--- src/rtl/retire_trace_ctrl.sv ---
// Retire trace sequencer: buffers retired-instruction events and presents each one to the
// checker together with the shadow register file state after that instruction retires.
module retire_trace_ctrl #(
  parameter int DEPTH = 8,
  parameter int XLEN  = 32,
  parameter int NREGS = 16
) (
  input  logic                  clk,
  input  logic                  rst_n,
  input  logic                  flush,
  input  logic                  retire_valid,
  output logic                  retire_ready,
  input  logic [XLEN-1:0]       retire_instr,
  input  logic                  retire_rd_we,
  input  logic [$clog2(NREGS)-1:0] retire_rd,
  input  logic [XLEN-1:0]       retire_rd_data,
  output logic                  chk_valid,
  input  logic                  chk_ready,
  output logic [XLEN-1:0]       chk_instr,
  output logic [NREGS*XLEN-1:0] chk_regs,
  output logic                  overflow,
  output logic [31:0]           chk_count
);

  localparam int AW = $clog2(DEPTH);
  localparam int RW = $clog2(NREGS);
  localparam logic [AW:0] FULL_CNT = (AW+1)'(DEPTH);

  typedef enum logic {IDLE, PRESENT} state_t;

  state_t          state;
  logic [XLEN-1:0] mem_instr [DEPTH];
  logic            mem_we    [DEPTH];
  logic [RW-1:0]   mem_rd    [DEPTH];
  logic [XLEN-1:0] mem_data  [DEPTH];
  logic [AW-1:0]   wr_ptr;
  logic [AW-1:0]   rd_ptr;
  logic [AW:0]     count;
  logic [XLEN-1:0] regs [NREGS];

  logic empty;
  logic push;
  logic pop;
  logic handshake;

  assign empty        = (count == '0);
  assign retire_ready = (count != FULL_CNT);
  assign push         = retire_valid && retire_ready && !flush;
  // IDLE drains the head on its own; PRESENT only advances when the checker takes the snapshot
  assign pop          = !flush && !empty && ((state == IDLE) || chk_ready);
  assign handshake    = chk_valid && chk_ready && !flush;

  always_ff @(posedge clk) begin
    if (push) begin
      mem_instr[wr_ptr] <= retire_instr;
      mem_we[wr_ptr]    <= retire_rd_we;
      mem_rd[wr_ptr]    <= retire_rd;
      mem_data[wr_ptr]  <= retire_rd_data;
    end
  end

  always_ff @(posedge clk or negedge rst_n) begin
    if (!rst_n) begin
      wr_ptr <= '0;
      rd_ptr <= '0;
      count  <= '0;
    end else if (flush) begin
      wr_ptr <= '0;
      rd_ptr <= '0;
      count  <= '0;
    end else begin
      if (push) wr_ptr <= wr_ptr + 1'b1;
      if (pop)  rd_ptr <= rd_ptr + 1'b1;
      case ({push, pop})
        2'b10:   count <= count + 1'b1;
        2'b01:   count <= count - 1'b1;
        default: count <= count;
      endcase
    end
  end

  always_ff @(posedge clk or negedge rst_n) begin
    if (!rst_n)
      overflow <= 1'b0;
    else if (retire_valid && !retire_ready)
      overflow <= 1'b1;
  end

  // Shadow register update happens at pop so chk_regs reflects state right after the presented instr
  always_ff @(posedge clk or negedge rst_n) begin
    if (!rst_n) begin
      state     <= IDLE;
      chk_valid <= 1'b0;
      chk_instr <= '0;
      chk_count <= '0;
      for (int k = 0; k < NREGS; k++) regs[k] <= '0;
    end else begin
      if (handshake) chk_count <= chk_count + 32'd1;
      if (flush) begin
        state     <= IDLE;
        chk_valid <= 1'b0;
      end else if (pop) begin
        chk_instr <= mem_instr[rd_ptr];
        if (mem_we[rd_ptr] && (mem_rd[rd_ptr] != '0))
          regs[mem_rd[rd_ptr]] <= mem_data[rd_ptr];
        state     <= PRESENT;
        chk_valid <= 1'b1;
      end else if ((state == PRESENT) && chk_ready) begin
        state     <= IDLE;
        chk_valid <= 1'b0;
      end
    end
  end

  for (genvar g = 0; g < NREGS; g++) begin : g_regs
    assign chk_regs[g*XLEN +: XLEN] = regs[g];
  end

endmodule

--- config.mk ---
export PLATFORM = sky130hd
export DESIGN_NAME = retire_trace_ctrl
export DESIGN_NICKNAME = d
export VERILOG_FILES = /design/src/rtl/retire_trace_ctrl.sv
export SDC_FILE = /design/constraint.sdc
export NUM_CORES = 1
export LEC_CHECK = 0
export CORE_MARGIN = 5
export CORE_UTILIZATION = 27
export DETAILED_ROUTE_END_ITERATION = 10
export GPL_ROUTABILITY_DRIVEN = 0
export GPL_TIMING_DRIVEN = 0
export HOLD_SLACK_MARGIN = 0.05
export MAX_ROUTING_LAYER = met4
export PLACE_DENSITY = 0.45
export SYNTH_ARGS = -nofsm -noshare
export SYNTH_HDL_FRONTEND = slang
export SYNTH_SLANG_ARGS = --single-unit
--- constraint.sdc ---
create_clock -name clk -period 13.1 [get_ports clk]
set_input_delay 1.965 -clock clk [delete_from_list [all_inputs] [get_ports clk]]
set_output_delay 1.965 -clock clk [all_outputs]
set_load 0.05 [all_outputs]
# == Word-level counts from Yosys, hierarchy flattened ==
# Memories as Yosys holds them, arrays and structs flattened. A register that Yosys moved wholly into a read port is not among the register bits.
# Cells that the tools add are included.
# op_classes
addsub,5
n_lt_le_gt_ge,2
eq_ne,3
n_mux,14
bitwise_logic,3
reduce_logical,22
# op_table
op,count
$bwmux W512,1
$demux W32 S4,1
$add A32 B1 Y32 const B,1
$mux W32,1
$mux W3,4
$logic_and A1 B1 Y1,9
$pmux W4 S2,1
$add A3 B1 Y3 const B,2
$reduce_bool A3 Y1,2
$ge A5 B5 Y1 const B,1
$lt A5 B1 Y1 const B,1
$mux W1,5
$not A4 Y5,1
$add A4 B1 Y4 const B,1
$logic_not A1 Y1,4
$logic_not A4 Y1,1
$mux W4,1
$ne A4 B4 Y1 const B,1
$reduce_bool A2 Y1,2
$reduce_bool A4 Y1,1
$sub A4 B1 Y4 const B,1
$reduce_and A3 Y1,1
$eq A2 B1 Y1 const B,1
$eq A2 B2 Y1 const B,1
3 further kinds,4
# word_totals
register_bits,556
ram_bits,552
in_bits,74
out_inout_bits,579
word_cells,75
memories,4
# mem_list
name,words,word_bits,read_ports,rd_ports_with_merged_regs,write_ports,line,text
mem_data,8,32,1,0,1,35,logic [XLEN-1:0] mem_data [DEPTH];
mem_instr,8,32,1,1,1,32,logic [XLEN-1:0] mem_instr [DEPTH];
mem_rd,8,4,1,0,1,34,logic [RW-1:0] mem_rd [DEPTH];
mem_we,8,1,1,0,1,33,logic mem_we [DEPTH];

# == Longest topological paths before layout ==
# logic_depth
depth_word,7
ltp_mapped,11
mapped_depth_nobuf,10

# == Least setup slack after synthesis ==
# Ideal clock, no wire load.
# synth_timing
kind,input to register
start,input retire_valid
end,"memory mem_data[6][0], enable pin"
setup_ns,0.666
t_arrival_ns,8.972
t_required_ns,12.434
setup_slack_ns,3.462
cell_stages,4
cell_sequence,inv_1 nor2_1 nand2_1 nor4_1
# synth_via
elab_chain_len,4
# synth_lines
item,line,text
"start, declared",11,"input logic retire_valid,"
$logic_and A1 B1 Y1 (2 in a row),48,assign push = retire_valid && retire_ready && !flush;
$mux W1,54,if (push) begin
$mux W1 (not written as such),58,mem_data[wr_ptr] <= retire_rd_data;
"end, declared",35,
# Every way passes these cells.

# == Worst setup path after layout ==
# layout_timing
start,input flush
end,"register regs, in the netlist chk_regs[239]"
# layout_via
elab_chain_len,4
word_cells_on_any_way,5
cone_classes,bitwise: 1; reduce/logical: 4
# layout_lines
item,line,text
"start, declared",10,"input logic flush,"
$logic_not A1 Y1,50,assign pop = !flush && !empty && ((state == IDLE) || chk_ready);
$logic_and A1 B1 Y1 (2 in a row),50,
$reduce_and A3 Y1 (no source line) *,n/a,
"end signal, assigned by index",105,regs[mem_rd[rd_ptr]] <= mem_data[rd_ptr];
"end, declared",39,logic [XLEN-1:0] regs [NREGS];
# Every way passes the cells marked *; elsewhere a longest branch is shown, timed or not.
# A chain may end at the register's enable or synchronous reset.

==> reports/results.tsv <==
metric	value	unit
status	completed	
synth_flop_cell	dfrtp_1	
nets	3204	
cap_violations	0	
grt_pass1_vias	25390	
wire_per_inst	25.09	um
ys_seq_area_frac	0.7296	
cp_slowest_stage_delay	0.71	ns
core_area	0.1582	mm^2
drive_gt1_frac	0.2821	
grt_overflow	0	
antenna_left	0	
multi_input_area	0.01094	mm^2
fill_cells	14820	
cts-resized-gates	0	
grt_max_degree	125	
die_y	408.5	um
cts_tree	done	
netlist_area	0.04289	mm^2
final_common_cell	clkdlybuf4s50_1	
clk_path_buf_depth	3	
drc	0	
syn_avg_cell_area	19.14	um^2
io_pins	653	
cpMostUsedCell	clkbuf_1	
dieWidth	408.5	um
fin_skew	0.03102	ns
dieArea	0.1669	mm^2
vias	23850	
synth-edff-count	552	
path_buf_inv	4	
cp-start-kind	primary input	
area_growth	34.28	%
cts_made_buffers	137	
drtIter0Drc	1440	
max_freq	188.9	MHz
totalWireLength	133600	um
final_area	0.05759	mm^2
synth_cells	2241	
antenna_found_initial	33	
clock-sinks	1140	
cp_data_required_time	13.73	ns
synth_warnings	0	
track_usage	0.1623	
cp_max_fo	10	
yosys.area.top_type	edfxtp_1	
cpLargestDelayFamily	buffers and inverters	
path_cells	clkdlybuf4s50_1 > or3_1 > clkbuf_1 > nor3_1 > buf_2 > nand4_1 > clkbuf_1 > mux2_2	
hold_slack	0.4510	ns
path_clk_slew	0.06	ns
ys_seq_elements	1140	
worst_slew_pin_slew	1.260	ns
hp-class	flip-flop to flip-flop	
p_per_area	246.5	mW/mm^2
floorplan.initialDensity	0.2711	
synth_top_cell_area_share	0.3865	
leakage	0.02268	uW
placed_area	0.05306	mm^2
cts_hold_buf	0	
grt_pass1_wl	192000	um
fin_crit	5.295	ns
synth_area_leaders	edfxtp_1 (39%), dfrtp_1 (34%), mux2_2 (10%)	
dr.pass1.iters	5	
fin_setup_tns	0	ns
ys_types	43	
avgViaCountPerCell	4.478	
fin_crit_sh	0.4042	
hpwl	98320	um
num_rows	146	
hold_violations	0	
mostFrequentLayoutCells	clkdlybuf4s50_1 (651), dfrtp_1 (588), edfxtp_1 (552)	
portBuffers	652	
end_kind	flip-flop	
cts_root_buf	clkbuf_16	
rsz0062_at_grt	false	
slew_headroom	0.1603	
seqCellArea	0.03129	mm^2
critPathKind	primary input to flip-flop	
slew_viol_final	0	
cpMaxStageDelayCell	nand4_1	
worstPathArrival	5.92	ns
htreeDepth	4	
ir_worst_vdd	134.4	uV
async_flop_share	0.5158	
clock_latency	0.76	ns
setup_violations	0	
post_cts_buffers	0	
syn_nets	2320	
state kept, by name, indices dropped and copies added (netlist names):
signal and cells:
state 1, mem_data 256, chk_regs 512, chk_count 32, chk_instr 32, overflow 1, mem_rd 32, mem_instr 256
rd_ptr 3, mem_we 8, wr_ptr 3, count 4
cell type report:
class / count / share of cell area
antenna: 24 / 0.001043
buffer: 163 / 0.01193
clock buffer: 193 / 0.06692
clock inverter: 50 / 0.01060
inverter: 6 / 0.0003911
multi-input combinational: 932 / 0.1900
sequential: 1140 / 0.5433
tap: 2072 / 0.04502
timing repair buffer: 745 / 0.1308
path summary, 6_finish.rpt:
path / slack [ns] / cells past startpoint / end / from
setup / recovery: 7.80 / 8 / chk_regs[239]$_DFFE_PN0P_ / flush
hold / removal: 0.45 / 1 / chk_regs[18]$_DFFE_PN0P_ / chk_regs[18]$_DFFE_PN0P_
setup reg to reg: 8.67 / 9 / chk_regs[239]$_DFFE_PN0P_ / count[1]$_DFFE_PN0P_
hold reg to reg: 0.45 / 1 / chk_regs[18]$_DFFE_PN0P_ / chk_regs[18]$_DFFE_PN0P_
max in group asynchronous: 9.88 / 4 / chk_regs[33]$_DFFE_PN0P_ / rst_n
min in group asynchronous: 1.10 / 1 / chk_regs[332]$_DFFE_PN0P_ / rst_n
layer usage:
layer / routed length, um / GRT usage
met1: 54100 / 0.1889
met2: 66330 / 0.2688
met3: 8422 / 0.04679
met4: 4781 / 0.05811
met5: 0 / -
cell families (layout without fill, tap and decap cells):
| logic type | count (synthesis) | after routing | share of synthesized area |
|---|---|---|---|
| compound gates | 55 | 55 | 0.007673 |
| xor+xnor | 36 | 36 | 0.007352 |
| fa+ha+maj | 5 | 5 | 0.001459 |
| buf+inv | 169 | 1157 | 0.01654 |
| flops | 1140 | 1140 | 0.7296 |
| mux | 688 | 688 | 0.2203 |
| other cells | 0 | 24 | 0 |
| simple gates | 148 | 148 | 0.01710 |
metrics by stage:
stage	instances	utilization	worst slack [ns]	power (uW)
final	5325	0.3640	7.805	14200
after global routing	5325	0.3640	7.733	14800
after CTS	5301	0.3636	7.793	14430
after detailed placement	5058	0.3354	6.991	10610
after global placement	4965	0.3287	-16.56	10550
after floorplan	2241	-	3.462	8303
power breakdown:
part	internal (uW)	switching, uW	total [uW]
combinational	1930	3720	5640
clock	2240	1520	3760
sequential	4430	371	4800
Yosys cell counts, types with 9 or more instances:
| cell type | n |
|---|---|
| dfrtp_1 | 588 |
| edfxtp_1 | 552 |
| mux2_2 | 394 |
| mux4_2 | 135 |
| clkbuf_1 | 127 |
| mux2_1 | 62 |
| nand2_1 | 61 |
| mux2_4 | 60 |
| mux2i_1 | 37 |
| o21ai_0 | 34 |
| xnor2_1 | 29 |
| buf_2 | 18 |
| nand3_1 | 18 |
| nand4_1 | 18 |
| buf_1 | 11 |
| nor2_1 | 11 |
| nor3_1 | 9 |
(Power assumes the default switching activity.)
